## config.mk

```make
export PLATFORM = sky130hd
export DESIGN_NAME = blocking_error
export DESIGN_NICKNAME = d
export VERILOG_FILES = /design/src/rtl/blocking_error.sv
export SDC_FILE = /design/constraint.sdc
export NUM_CORES = 1
export LEC_CHECK = 0
export CORE_ASPECT_RATIO = 1.1
export CORE_MARGIN = 10
export CORE_UTILIZATION = 30
export DETAILED_ROUTE_END_ITERATION = 8
export DONT_BUFFER_PORTS = 1
export GPL_TIMING_DRIVEN = 0
export MAX_ROUTING_LAYER = met4
export PLACE_DENSITY = 0.51
export SLEW_MARGIN = 30
export SYNTH_ARGS = -nofsm -noshare
export SYNTH_HDL_FRONTEND = slang
export SYNTH_SLANG_ARGS = --single-unit
```

## constraint.sdc

```tcl
create_clock -name clk -period 3.1 [get_ports clk]
set_input_delay 0.31 -clock clk [delete_from_list [all_inputs] [get_ports clk]]
set_output_delay 0.31 -clock clk [all_outputs]
set_load 0.1 [all_outputs]
```

## src/rtl/blocking_error.sv

```systemverilog
// Gate d = (a | b) & c with a clocked checker comparing a correctly ordered registered copy of d
// against a copy that uses the intermediate term one cycle late.
module blocking_error #(
    parameter int unsigned CNT_W = 16
) (
    input  logic             clk,
    input  logic             reset,
    input  logic             a,
    input  logic             b,
    input  logic             c,
    output logic             d,
    output logic             x,
    output logic             d_q,
    output logic             d_stale,
    output logic             mismatch,
    output logic [CNT_W-1:0] mismatch_cnt
);

    logic x_q;
    logic cnt_full;

    // Continuous assignments keep x and d live with no clock and through reset.
    assign x = a | b;
    assign d = x & c;

    assign mismatch = d_q ^ d_stale;
    assign cnt_full = &mismatch_cnt;

    always_ff @(posedge clk or posedge reset) begin
        if (reset) begin
            x_q          <= 1'b0;
            d_q          <= 1'b0;
            d_stale      <= 1'b0;
            mismatch_cnt <= '0;
        end else begin
            x_q     <= x;
            d_q     <= d;
            // Uses last cycle's intermediate: the ordering bug this block demonstrates.
            d_stale <= x_q & c;
            if (mismatch && !cnt_full) begin
                mismatch_cnt <= mismatch_cnt + 1'b1;
            end
        end
    end

endmodule

```

[Word level (Yosys, flattened, before mapping)]
Cells that the tools add are included.
Operators by class
  bitwise gates (word level): 4
  reductions and logical operators: 3
  add/sub/neg operators: 1
Operators with widths (number)
  $add A16 B1 Y16 const B: 1
  $reduce_and A16 Y1: 1
  $and A1 B1 Y1: 2
  $logic_and A1 B1 Y1: 1
  $logic_not A1 Y1: 1
  $or A1 B1 Y1: 1
  $xor A1 B1 Y1: 1
Storage, ports and cells
  register bits: 19
  word-level logic and storage cells: 12
  output and inout port bits: 21
  bits of input ports: 5

[Depth between registers and ports, before layout]
Gate-level depths: netlist of run 1.
  depth in word-level cells: 3
  depth in mapped cells: 6
  mapped depth without buffers: 5

[Worst setup path before layout of run 1]
Ideal clock, no wire load.
  path kind: flip-flop to flip-flop
  start point: register d_stale
  end point: register mismatch_cnt[10]
  buffers on the path: 0
  library setup time: 164 ps
  required time: 2936 ps
  cell stages (with the launch flop): 6
  clock period less this slack: 2690 ps
  path slack: 410 ps
  data arrival time: 2527 ps
  cell sequence: dfrtp_1 > xnor2_1 > inv_1 > o311ai_2 > nor3_1 > xor2_1
On the way
  longest elaborated chain between the ends: 2
Ends and longest elaborated chain
  start, declared: RTL line 14  | output logic d_stale,
  start signal, assigned: RTL line 39  | d_stale <= x_q & c;
  $xor A1 B1 Y1: RTL line 26  | assign mismatch = d_q ^ d_stale;
  net mismatch: RTL line 15  | output logic mismatch,
  $logic_and A1 B1 Y1: RTL line 40  | if (mismatch && !cnt_full) begin
  end signal, assigned: RTL line 41  | mismatch_cnt <= mismatch_cnt + 1'b1;
  end, declared: RTL line 16  | output logic [CNT_W-1:0] mismatch_cnt
The timed path passes the listed nets, and every way through them passes these cells.
A chain may end at the register's enable or synchronous reset.

[Worst setup path in the final report of run 1]
  start point: register d_stale
  end point: register mismatch_cnt[6]
The elaborated chain is that of the path after synthesis.

==> results.txt, run 1 <==
The maximum number of buffers from clock root to sink is 2. The classification of the worst-slack hold path is in2async. In the post-route analysis, the smallest setup slack over all paths is roughly 0.29 ns.

The footprint of the flip-flops and latches came out at between 400 and 500 sq um. For this design the ratio of total power to cell area is slightly below 1000 nW/um^2. The net total in the final layout is between 80 and 90.

TritonCTS built the clock tree. The number of setup violations in the final report is 0. The highest ir drop seen on vdd is 0.000630 V. Of the total power, combinational logic draws 0.162. The type of the worst setup path is reg2reg.

The final sum of negative setup slack is 0 ns. In the final layout, the share of cells above drive strength 1 is 0.256. The number of flip-flops and latches in the synthesized netlist is 19. Internal power comes to between 0.4 and 0.5 mW. The die covers about 5700 sq um. Summed over all instances, the cell type with the most area after synthesis is sky130_fd_sc_hd__dfrtp_1. By area the synthesized netlist is led by sky130_fd_sc_hd__dfrtp_1 52%, sky130_fd_sc_hd__xnor2_1 9.6%, sky130_fd_sc_hd__nand4_1 4.1%, sky130_fd_sc_hd__xor2_1 3.8%, sky130_fd_sc_hd__nand3_1 3.3%.

The most used flip-flop cell after synthesis is sky130_fd_sc_hd__dfrtp_1. Of all nets on the critical path, the largest fanout is 5. The number of pins exceeding their max-slew limit in the final report is 0. The mean cell area of the mapped netlist is 11.7 sq um. The HPWL after detailed placement is between 1 and 1.5 mm.

The total grt overflow came out at 0. The post-route fraction of the period consumed by the critical path came out at 0.908. The starting utilization of the core area is 0.320. The hold buffer count at CTS came out at 0. The worst pin sits at a relative slew slack of 0.324. The slack of the worst reg-to-reg path is around 0.29 ns. Measured in cells, the most critical reg-to-reg path has a length of 5. Overall power consumption after layout is estimated at about 0.96 mW. The worst setup path is captured at a register.

In the routed layout, each cell is associated on average with a via count of 5.19. For the pin with the worst max-slew slack, the measured transition is between 1 and 1.5 ns. Yosys mapped the design onto 28 distinct sky130hd cell types. The share of power burned in registers came out at 0.711. The first global-routing pass estimated approximately 3.2 mm of wire.

The core occupancy in the finished layout is 0.348. The latest clock arrival within the worst-skew pair came out at ~0.29 ns. The iteration-0 DRC count of the detailed router is 21.

After clock tree synthesis, the clock-pin slew on the worst setup and hold paths is approximately 0.10 ns. The net switching power came out at 0.555 mW. For the worst setup path, the data required time is 3.24 ns. The flow ran to the end, and the final reports show no timing, DRC or antenna violations. Synthesis produced 78 cells. The async set-reset flop share out of synthesis came out at 1.00. CTS saw 19 sinks. The clock period minus final worst setup slack is about 2.8 ns. The die width came out at a little over 70 um. The post-detailed-route DRC marker count is 0. The max-cap violation count came out at 0. CTS placed an instance of sky130_fd_sc_hd__clkbuf_4 at the clock tree root.

The row count is 20. The number of enable-type register cells in the synthesized netlist is 0. STA classifies the critical path startpoint as a register. Setup repair after global routing left no endpoint under its margin. 26 I/O pins were placed.

The filler cell count is about 300. Timing would allow up to 355 MHz. The cell area after layout is roughly 990 sq um.

The detailed router placed about 600 vias in this run. The number of antenna violations at the first check in global routing came out at 0. The hold violation total from the final report came to 0. The share of the Yosys chip area taken by registers is 0.521. The switching part of the total power came out at 0.576. For this design the static power due to leakage is between 0.4 and 0.5 nW.

On the final layout, the worst clock skew is around 0.0017 ns. The number of global-route vias before repair came out at 644. The count of buffers inserted at the top-level ports is 0. The antenna cell count is 0. Measured along the y axis, the die boundary spans between 70 and 80 um.

The share of total power dissipated in the clock network is 0.127. The final weighted congestion of routability-driven global placement came out at between 0.7 and 0.8. The footprint of the multi-input gates came out at 412 sq um. The count of nets left with antenna violations once routing finished came out at 0. The deepest level of the CTS H-tree came out at 1. The total iterations of the first detailed-routing run is 4. The signal arrival time at the worst endpoint came out at a little under 3 ns. The area inside the core boundary came out at approximately 2900 sq um.

The number of buffers created by CTS is 3. The net count after synthesis is 84. The area share of the largest cell type after synthesis came out at 0.521.

The final layout contains routed wiring with a total length of around 1.9 mm. In the final routed layout, each cell accounts on average for 16.5 um. The area growth from synthesis to layout is 8.63%.

The number of buffers added for setup after CTS is 0. The overall track demand over capacity in global routing came out at 0.0735. In this run the cell area of the synthesized design comes to between 900 and 1000 sq um. The synthesis warning total is 0. The placed instance area is ~950 sq um.

The pin count of the biggest net entering global routing came out at 20. Before CTS, the worst setup slack after placement is 0.154 ns.
Yosys cell counts (2+ instances only):
library cell / instances
sky130_fd_sc_hd__dfrtp_1: 19
sky130_fd_sc_hd__xnor2_1: 10
sky130_fd_sc_hd__nand3_1: 6
sky130_fd_sc_hd__nand4_1: 6
sky130_fd_sc_hd__nor2_1: 4
sky130_fd_sc_hd__xor2_1: 4
sky130_fd_sc_hd__and2_1: 3
sky130_fd_sc_hd__and4_1: 2
sky130_fd_sc_hd__inv_1: 2
sky130_fd_sc_hd__nand2_1: 2
sky130_fd_sc_hd__nand4_2: 2
sky130_fd_sc_hd__nor3_1: 2
cell usage in the layout (no fill, tap or decap), drive strengths merged:
master and n:
or2 1, xor2 4, inv 1, nand2 3, dfrtp 19, buf 2
nand3 6, nor2 4, nor4 1, or3 1, and4 3, a41oi 1
mux2 1, clkbuf 4, and3 2, ha 1, xnor2 10, nor3 2
and2 3, nand4 8, o311ai 1, o21a 1, or4 1, a21oi 1
clkinvlp 1
worst max-delay path, cell delays in order (launching register included):
cell and delay, ns:
sky130_fd_sc_hd__dfrtp_1 0.76, sky130_fd_sc_hd__xnor2_1 0.58, sky130_fd_sc_hd__clkinvlp_4 0.65, sky130_fd_sc_hd__o311ai_2 0.39
sky130_fd_sc_hd__nor2_1 0.12, sky130_fd_sc_hd__xor2_1 0.16
path summary, 6_finish.rpt:
path,startpoint,endpoint
hold reg to reg,x_q$_DFF_PP0_,d_stale$_DFF_PP0_
min in group clk,c,d_stale$_DFF_PP0_
setup reg to reg,d_stale$_DFF_PP0_,mismatch_cnt[6]$_DFFE_PP0P_
hold / removal,reset,d_q$_DFF_PP0_
max in group asynchronous,reset,mismatch_cnt[5]$_DFFE_PP0P_
setup / recovery,d_stale$_DFF_PP0_,mismatch_cnt[6]$_DFFE_PP0P_
metrics by stage:
step | cells | hold WS [ns]
floorplan | 78 | 0.261
global placement | 111 | 0.369
detailed placement | 111 | 0.365
CTS | 115 | 0.0350
global route | 115 | 0.0631
finish | 115 | 0.0174
flip-flops by register name, indices dropped and copies added, names as in the netlist:
signal / count
d_q: 1
d_stale: 1
mismatch_cnt: 16
x_q: 1
timing repair:
item | CTS | global route
resized for setup | 0 | 1
hold endpoints to repair | 0 | 0
setup endpoints to repair | 0 | 4
layer usage:
metal  vias up  track usage  part of all wire
met5         -            -                 0
met4         0       0.0342            0.0084
met3         2       0.0394              0.13
met2        24       0.0998              0.42
met1       281       0.0862              0.44
li1        290            -                 -
logic make-up (layout without fill, tap and decap cells):
family	after synthesis	after routing	share of synthesized area
AOI/OAI and AO/OA	4	4	0.0411
buffers and inverters	4	8	0.0288
muxes	1	1	0.0164
xor gates and xnor gates	14	14	0.134
and+or+nand+nor	35	35	0.245
DFF	19	19	0.521
adders and majority gates	1	1	0.0137
power by group through the flow:
stage                     sequential [mW]  clock (mW)  combinational, mW
after floorplan                     0.668           0              0.140
after global placement              0.689           0              0.157
after detailed placement            0.690           0              0.158
after CTS                           0.685       0.131              0.158
after global routing                0.701       0.142              0.179
final                               0.686       0.122              0.156
area by class of cell:
| class | count | area share |
|---|---|---|
| flip-flops and latches | 19 | 0.487 |
| multi-input cells | 55 | 0.415 |
| well taps | 33 | 0.0416 |
| clock buffers | 4 | 0.0265 |
| plain buffers | 2 | 0.0189 |
| inverters | 2 | 0.0113 |
(Power assumes the default switching activity.)
==> run 2, diff against run 1 <==
--- a/config.mk
+++ b/config.mk
@@ -6,13 +6,12 @@
 export NUM_CORES = 1
 export LEC_CHECK = 0
 export CORE_ASPECT_RATIO = 1.1
-export CORE_MARGIN = 10
-export CORE_UTILIZATION = 30
+export CORE_UTILIZATION = 50
 export DETAILED_ROUTE_END_ITERATION = 8
 export DONT_BUFFER_PORTS = 1
 export GPL_TIMING_DRIVEN = 0
 export MAX_ROUTING_LAYER = met4
-export PLACE_DENSITY = 0.51
+export PLACE_DENSITY = 0.72
 export SLEW_MARGIN = 30
 export SYNTH_ARGS = -nofsm -noshare
 export SYNTH_HDL_FRONTEND = slang
==> results.txt, run 2 (synthesis results as in run 1) <==
The clock transition at the registers of the reported paths is 0.12 ns (+0.02 ns). The final sum of negative setup slack was 0 ns (unchanged). The worst slack after detailed placement was 0.244 ns (+0.0902 ns).

The relative slew slack is 0.294 (-0.0296). The setup skew after layout is 0.0108 ns (+0.00910 ns). The count of buffers inserted at the top-level ports came out at 0 (unchanged). The total grt overflow came out at 0 (unchanged). The met1 track demand over resource came to 0.221 (+0.135). The die width came out at 42.8 um (-41%). The flow ran to the end, but the final reports show violations. The post-route fraction of the period consumed by the critical path is 0.924 (+0.0162).

The number of flip-flops under the largest register name came out at 16 (unchanged). The first-pass GRT wire length came out at 2.64 mm (-19%). In this run the clock root is driven by a sky130_fd_sc_hd__clkbuf_4. The count of cells resized by post-cts repair came out at 0 (unchanged). The maximum clock rate is 349 MHz (-1.8%). The area inside the core boundary is 1630 sq um (-43%). The hold violation total from the final report came out at 12 (+12). The worst setup path is launched from a register.

The overall track demand over capacity in global routing was 0.185 (+0.111). The starting utilization of the core area was 0.559 (+0.239). The routed wire length is 1.56 mm (-18%). The HPWL after detailed placement came out at 1.16 mm (-21%). The global routing usage on met3 came out at 0.0615 (+0.0221). The latest clock arrival within the worst-skew pair came out at 0.30 ns (about the same). The deepest level of the CTS H-tree is 1 (unchanged). The type of the worst setup path is reg2reg. The clock period minus final worst setup slack was 2.86 ns (+0.0503 ns). The highest net fanout along the worst path came out at 5 (unchanged). The post-route antenna net violation count is 0 (unchanged). The number of global-route vias before repair is 609 (-5.4%).

The maximum number of buffers from clock root to sink is 2 (unchanged). The number of setup violations in the final report came out at 0 (unchanged). Setup repair after global routing left no endpoint under its margin.

The pin count of the biggest net entering global routing is 20 (unchanged). The number of buffers created by CTS is 3 (unchanged). The overall die area is 2000 sq um (-65%). The post-detailed-route DRC marker count was 0 (unchanged). The least setup slack across all paths after layout came out at 0.235 ns (-0.0503 ns).

The clock tree from TritonCTS is yes. The hold buffer count at CTS came to 0 (unchanged). The leakage dissipation is 0.425 nW (+2.7%).

The via density per instance came out at 6.36 (+23%). The total iterations of the first detailed-routing run is 4 (unchanged). The final weighted congestion of routability-driven global placement is 0.760 (+2.7%). The number of antenna violations at the first check in global routing was 0 (unchanged). The power density over cell area is 1000 nW/um^2 (+2.9%). After global routing, the most crowded layer is met2.

The number of clock sinks is 19 (unchanged). The row count came out at 15 (-25%). The number of buffers added for setup after CTS came out at 0 (unchanged). The average detailed-routed wire length per instance is 15.7 um (-4.9%). The count of pins on the block boundary came out at 26 (unchanged). The measured slew at the worst slew-check pin came to 1.06 ns (+0.0444 ns). The endpoint required time on the critical path came out at 3.33 ns (+0.09 ns).

The register with the most flip-flops in the final layout is mismatch_cnt. In the layout the commonest cells are 18 x sky130_fd_sc_hd__dfrtp_1, 10 x sky130_fd_sc_hd__xnor2_1, 6 x sky130_fd_sc_hd__nand3_1, 6 x sky130_fd_sc_hd__nand4_1. The signal arrival time at the worst endpoint was 3.09 ns (+0.14 ns). The worst hold slack after final layout came out at -0.0170 ns (-0.0344 ns). The total number of vias is 630 (+5.5%). The total power after layout was 0.966 mW (+0.17%).

The area growth from synthesis to layout came out at 5.75%. STA classifies the critical path endpoint as a register. The share of layout cells above drive strength 1 came out at 0.195 (-0.0610). The met2 routing resource usage after global routing is 0.291 (+0.191).

In this run the worst hold path is classified as in2async. Leaving out fill and tap cells, the most frequent cell in the layout is sky130_fd_sc_hd__dfrtp_1. The max-cap violation count is 0 (unchanged).

The final reports fail on hold timing. The die outline height is 46.8 um (-40%). The antenna cell count is 0 (unchanged).

The number of pins exceeding their max-slew limit in the final report is 0 (unchanged). The net total in the final layout came to 89 (unchanged). The iteration-0 DRC count of the detailed router came to 6 (-71%). The highest ir drop seen on vdd is 0.000792 V (+26%).
run 2: changes by cell type in the layout (fill, tap and decap cells not counted):
cell and delta:
sky130_fd_sc_hd__clkbuf_1 -1, sky130_fd_sc_hd__inv_1 +1, sky130_fd_sc_hd__dfrtp_1 +5, sky130_fd_sc_hd__dfrtp_2 -5
run 2: path summary, 6_finish.rpt:
| path | to | from | slack [ns] | cells past startpoint |
|---|---|---|---|---|
| min in group clk | d_stale$_DFF_PP0_ | c | 0.13 | 1 |
| min | d_q$_DFF_PP0_ | reset | -0.02 | 1 |
| max reg2reg | mismatch_cnt[10]$_DFFE_PP0P_ | d_stale$_DFF_PP0_ | 0.24 | 5 |
| min reg2reg | d_stale$_DFF_PP0_ | x_q$_DFF_PP0_ | 0.48 | 1 |
| max | mismatch_cnt[10]$_DFFE_PP0P_ | d_stale$_DFF_PP0_ | 0.24 | 5 |
| max in group asynchronous | mismatch_cnt[8]$_DFFE_PP0P_ | reset | 2.64 | 1 |
run 2: report_power, final:
part	total (mW)	internal (mW)	switching (mW)
clock	0.128	0.0491	0.0793
sequential	0.679	0.285	0.394
combinational	0.159	0.0709	0.0879
total	0.966	0.405	0.561
run 2: final cells by class:
cell class	instances	area [sq um]
Sequential cell	19	477
Inverter	2	7.51
Multi-Input combinational cell	55	412
Tap cell	17	21.3
Buffer	2	18.8
Clock inverter	1	7.51
Clock buffer	3	22.5
Fill cell	135	667
run 2: stage by stage:
step / utilization / cell area, sq um / instances / hold WS, ns
floorplan: - / 913 / 78 / 0.261
finish: 0.592 / 966 / 99 / -0.0170
detailed placement: 0.572 / 935 / 95 / 0.341
global placement: 0.572 / 935 / 95 / 0.345
CTS: 0.591 / 965 / 99 / 0.00914
global route: 0.592 / 966 / 99 / 0.0337
run 2: critical path: stages, from the launching register on:
cell                       delay, ns
sky130_fd_sc_hd__dfrtp_1        0.96
sky130_fd_sc_hd__xnor2_1        0.25
sky130_fd_sc_hd__inv_1          0.79
sky130_fd_sc_hd__o311ai_2       0.36
sky130_fd_sc_hd__nor3_1         0.25
sky130_fd_sc_hd__xor2_1         0.17
run 2: layer usage:
layer / wire length (um) / vias to the layer above
li1: - / 289
met1: 699 / 309
met2: 719 / 30
met3: 125 / 2
met4: 13 / 0
met5: 0 / -
==> run 3, diff against run 2 <==
--- a/config.mk
+++ b/config.mk
@@ -6,12 +6,12 @@
 export NUM_CORES = 1
 export LEC_CHECK = 0
 export CORE_ASPECT_RATIO = 1.1
-export CORE_UTILIZATION = 50
+export CORE_UTILIZATION = 60
 export DETAILED_ROUTE_END_ITERATION = 8
 export DONT_BUFFER_PORTS = 1
 export GPL_TIMING_DRIVEN = 0
 export MAX_ROUTING_LAYER = met4
-export PLACE_DENSITY = 0.72
+export PLACE_DENSITY = 0.83
 export SLEW_MARGIN = 30
 export SYNTH_ARGS = -nofsm -noshare
 export SYNTH_HDL_FRONTEND = slang
==> results.txt, run 3 (synthesis results as in run 1) <==
The flow ran to the end, but the final reports show violations. The final reports fail on hold timing. The number of clock sinks came out at 19 (unchanged).

Leaving out fill and tap cells, the most frequent cell in the layout is sky130_fd_sc_hd__dfrtp_1. The final weighted congestion of routability-driven global placement is 0.795 (+4.6%). The overall die area came out at 1680 sq um (-16%).

The maximum clock rate came out at 342 MHz (-2.0%). The share of power burned in registers came out at 0.710 (+0.007). The clock transition at the registers of the reported paths came out at 0.10 ns (-0.02 ns). The share of total power in combinational logic came out at 0.163 (about the same). The number of setup violations in the final report is 0 (unchanged). The number of buffers added for setup after CTS came out at 0 (unchanged). The HPWL after detailed placement is 1.14 mm (-1.4%). The maximum number of buffers from clock root to sink came out at 2 (unchanged). The number of global-route vias before repair was 583 (-4.3%). The worst slack after detailed placement came out at 0.175 ns (-0.0686 ns). The endpoint required time on the critical path came to 3.25 ns (-0.08 ns). The share of total power in the clock network is 0.127 (-0.006). The hold buffer count at CTS is 0 (unchanged). The total internal power is 0.408 mW (+0.73%). The net switching power came out at 0.547 mW (-2.5%). The worst register-to-register path begins at d_stale$_DFF_PP0_. Setup repair after global routing left no endpoint under its margin. The post-route antenna net violation count is 0 (unchanged). The measured slew at the worst slew-check pin is 1.02 ns (-0.0391 ns). The count of cells resized by post-cts repair is 0 (unchanged). The antenna cell count was 0 (unchanged). The highest net fanout along the worst path is 5 (unchanged). The highest ir drop seen on vdd is 0.000472 V (-40%). The first-pass GRT wire length is 2.48 mm (-6.0%). The count of buffers inserted at the top-level ports is 0 (unchanged). The via density per instance came to 6.32 (-0.74%).

The latest clock arrival within the worst-skew pair is 0.29 ns (about the same). In the layout the commonest cells are 15 x sky130_fd_sc_hd__dfrtp_1, 10 x sky130_fd_sc_hd__xnor2_1, 6 x sky130_fd_sc_hd__nand3_1, 6 x sky130_fd_sc_hd__nand4_1. The final sum of negative setup slack is 0 ns (unchanged). The total iterations of the first detailed-routing run is 4 (unchanged). The worst register-to-register path ends at mismatch_cnt[10]$_DFFE_PP0P_. The leakage dissipation came out at 0.422 nW (-0.71%). Ranked by flip-flop count, first place goes to mismatch_cnt. The count of pins on the block boundary came to 26 (unchanged). The filler cell count is 112 (-17%). The total number of vias came to 619 (-1.7%). The relative slew slack is 0.320 (+0.0261). The hold violation total from the final report is 19 (+7). The die outline height is 42.9 um (-8.3%). The net total in the final layout is 89 (unchanged). The starting utilization of the core area came out at 0.652 (+0.0924). The die width came out at 39.2 um (-8.3%). The setup skew after layout came to 0.00309 ns (-0.00774 ns). The number of antenna violations at the first check in global routing is 0 (unchanged). The deepest level of the CTS H-tree came to 1 (unchanged). The number of flip-flops under the largest register name was 16 (unchanged).

The signal arrival time at the worst endpoint is 3.07 ns (-0.02 ns). The area inside the core boundary is 1400 sq um (-14%). The number of cells on the worst reg-to-reg path came out at 5 (unchanged). The number of pins exceeding their max-slew limit in the final report came out at 0 (unchanged).

The share of layout cells above drive strength 1 came out at 0.220 (+0.0244). The switching part of the total power came to 0.573 (-0.00798). The power density over cell area came out at 990 nW/um^2 (-1.0%). The root buffer cell chosen for the clock tree is sky130_fd_sc_hd__clkbuf_4.

The number of buffers created by CTS came to 3 (unchanged). The classification of the worst-slack hold path is in2async. The slack of the worst reg-to-reg path is 0.18 ns (-0.06 ns).

The row count is 14 (-1). The post-route fraction of the period consumed by the critical path was 0.943 (+0.0185). The total grt overflow is 0 (unchanged). The setup path with the least slack is of type reg2reg.

The overall track demand over capacity in global routing came to 0.221 (+0.0361). The average detailed-routed wire length per instance is 15.6 um (-1.1%). The worst hold slack after final layout came out at -0.0134 ns (+0.00357 ns).

The worst setup path is captured at a register. The pin count of the biggest net entering global routing is 20 (unchanged). The iteration-0 DRC count of the detailed router came out at 1 (-5). The post-detailed-route DRC marker count came out at 0 (unchanged).

The least setup slack across all paths after layout came to 0.178 ns (-0.0573 ns). The clock tree from TritonCTS is yes. The routed wire length is 1.53 mm (-2.1%).

The worst setup path is launched from a register. The max-cap violation count is 0 (unchanged). Compared with the post-synthesis result, the final layout area differs by 5.62%. The clock period minus final worst setup slack came out at 2.92 ns (+0.0573 ns).
## run 3: metrics by stage
stage | cells | area (sq um) | util | power, mW
after floorplan | 78 | 913 | - | 0.808
after global placement | 94 | 933 | 0.666 | 0.832
after detailed placement | 94 | 933 | 0.666 | 0.839
after CTS | 98 | 960 | 0.685 | 0.958
after global routing | 98 | 965 | 0.688 | 0.991
final | 98 | 965 | 0.688 | 0.955
## run 3: power groups by stage
stage / Sequential [mW] / Combinational (mW) / Clock [mW]
floorplan: 0.668 / 0.140 / 0
global placement: 0.680 / 0.152 / 0
detailed placement: 0.683 / 0.156 / 0
CTS: 0.677 / 0.158 / 0.123
global route: 0.689 / 0.170 / 0.132
finish: 0.678 / 0.156 / 0.121
## run 3: layout make-up
class | count | area [sq um] | area share
plain buffers | 2 | 18.8 | 0.0195
clock buffers | 4 | 26.3 | 0.0272
inverters | 2 | 7.51 | 0.00778
multi-input cells | 55 | 412 | 0.427
flip-flops and latches | 19 | 480 | 0.498
well taps | 16 | 20.0 | 0.0208
## run 3: worst max path at each step
stage,end,slack [ns],depth (start not counted),from
floorplan,mismatch_cnt[10]$_DFFE_PP0P_,0.41,5,d_stale$_DFF_PP0_
global placement,mismatch_cnt[10]$_DFFE_PP0P_,0.22,5,d_stale$_DFF_PP0_
detailed placement,mismatch_cnt[10]$_DFFE_PP0P_,0.18,5,d_stale$_DFF_PP0_
CTS,mismatch_cnt[10]$_DFFE_PP0P_,0.15,5,d_stale$_DFF_PP0_
global route,mismatch_cnt[10]$_DFFE_PP0P_,0.03,5,d_stale$_DFF_PP0_
finish,mismatch_cnt[10]$_DFFE_PP0P_,0.18,5,d_stale$_DFF_PP0_
## run 3: worst max-delay path, cell delays in order, from the launching register on
cell and delay (ns):
sky130_fd_sc_hd__dfrtp_1 0.95, sky130_fd_sc_hd__xnor2_1 0.29, sky130_fd_sc_hd__inv_1 0.80, sky130_fd_sc_hd__o311ai_2 0.36, sky130_fd_sc_hd__nor3_1 0.28, sky130_fd_sc_hd__xor2_1 0.10
## run 3: per-layer routing
metal | wire [um] | global-route usage | vias to the layer above
li1 | - | - | 289
met1 | 616 | 0.251 | 299
met2 | 765 | 0.340 | 26
met3 | 99 | 0.0628 | 5
met4 | 44 | 0.124 | 0
met5 | 0 | - | -
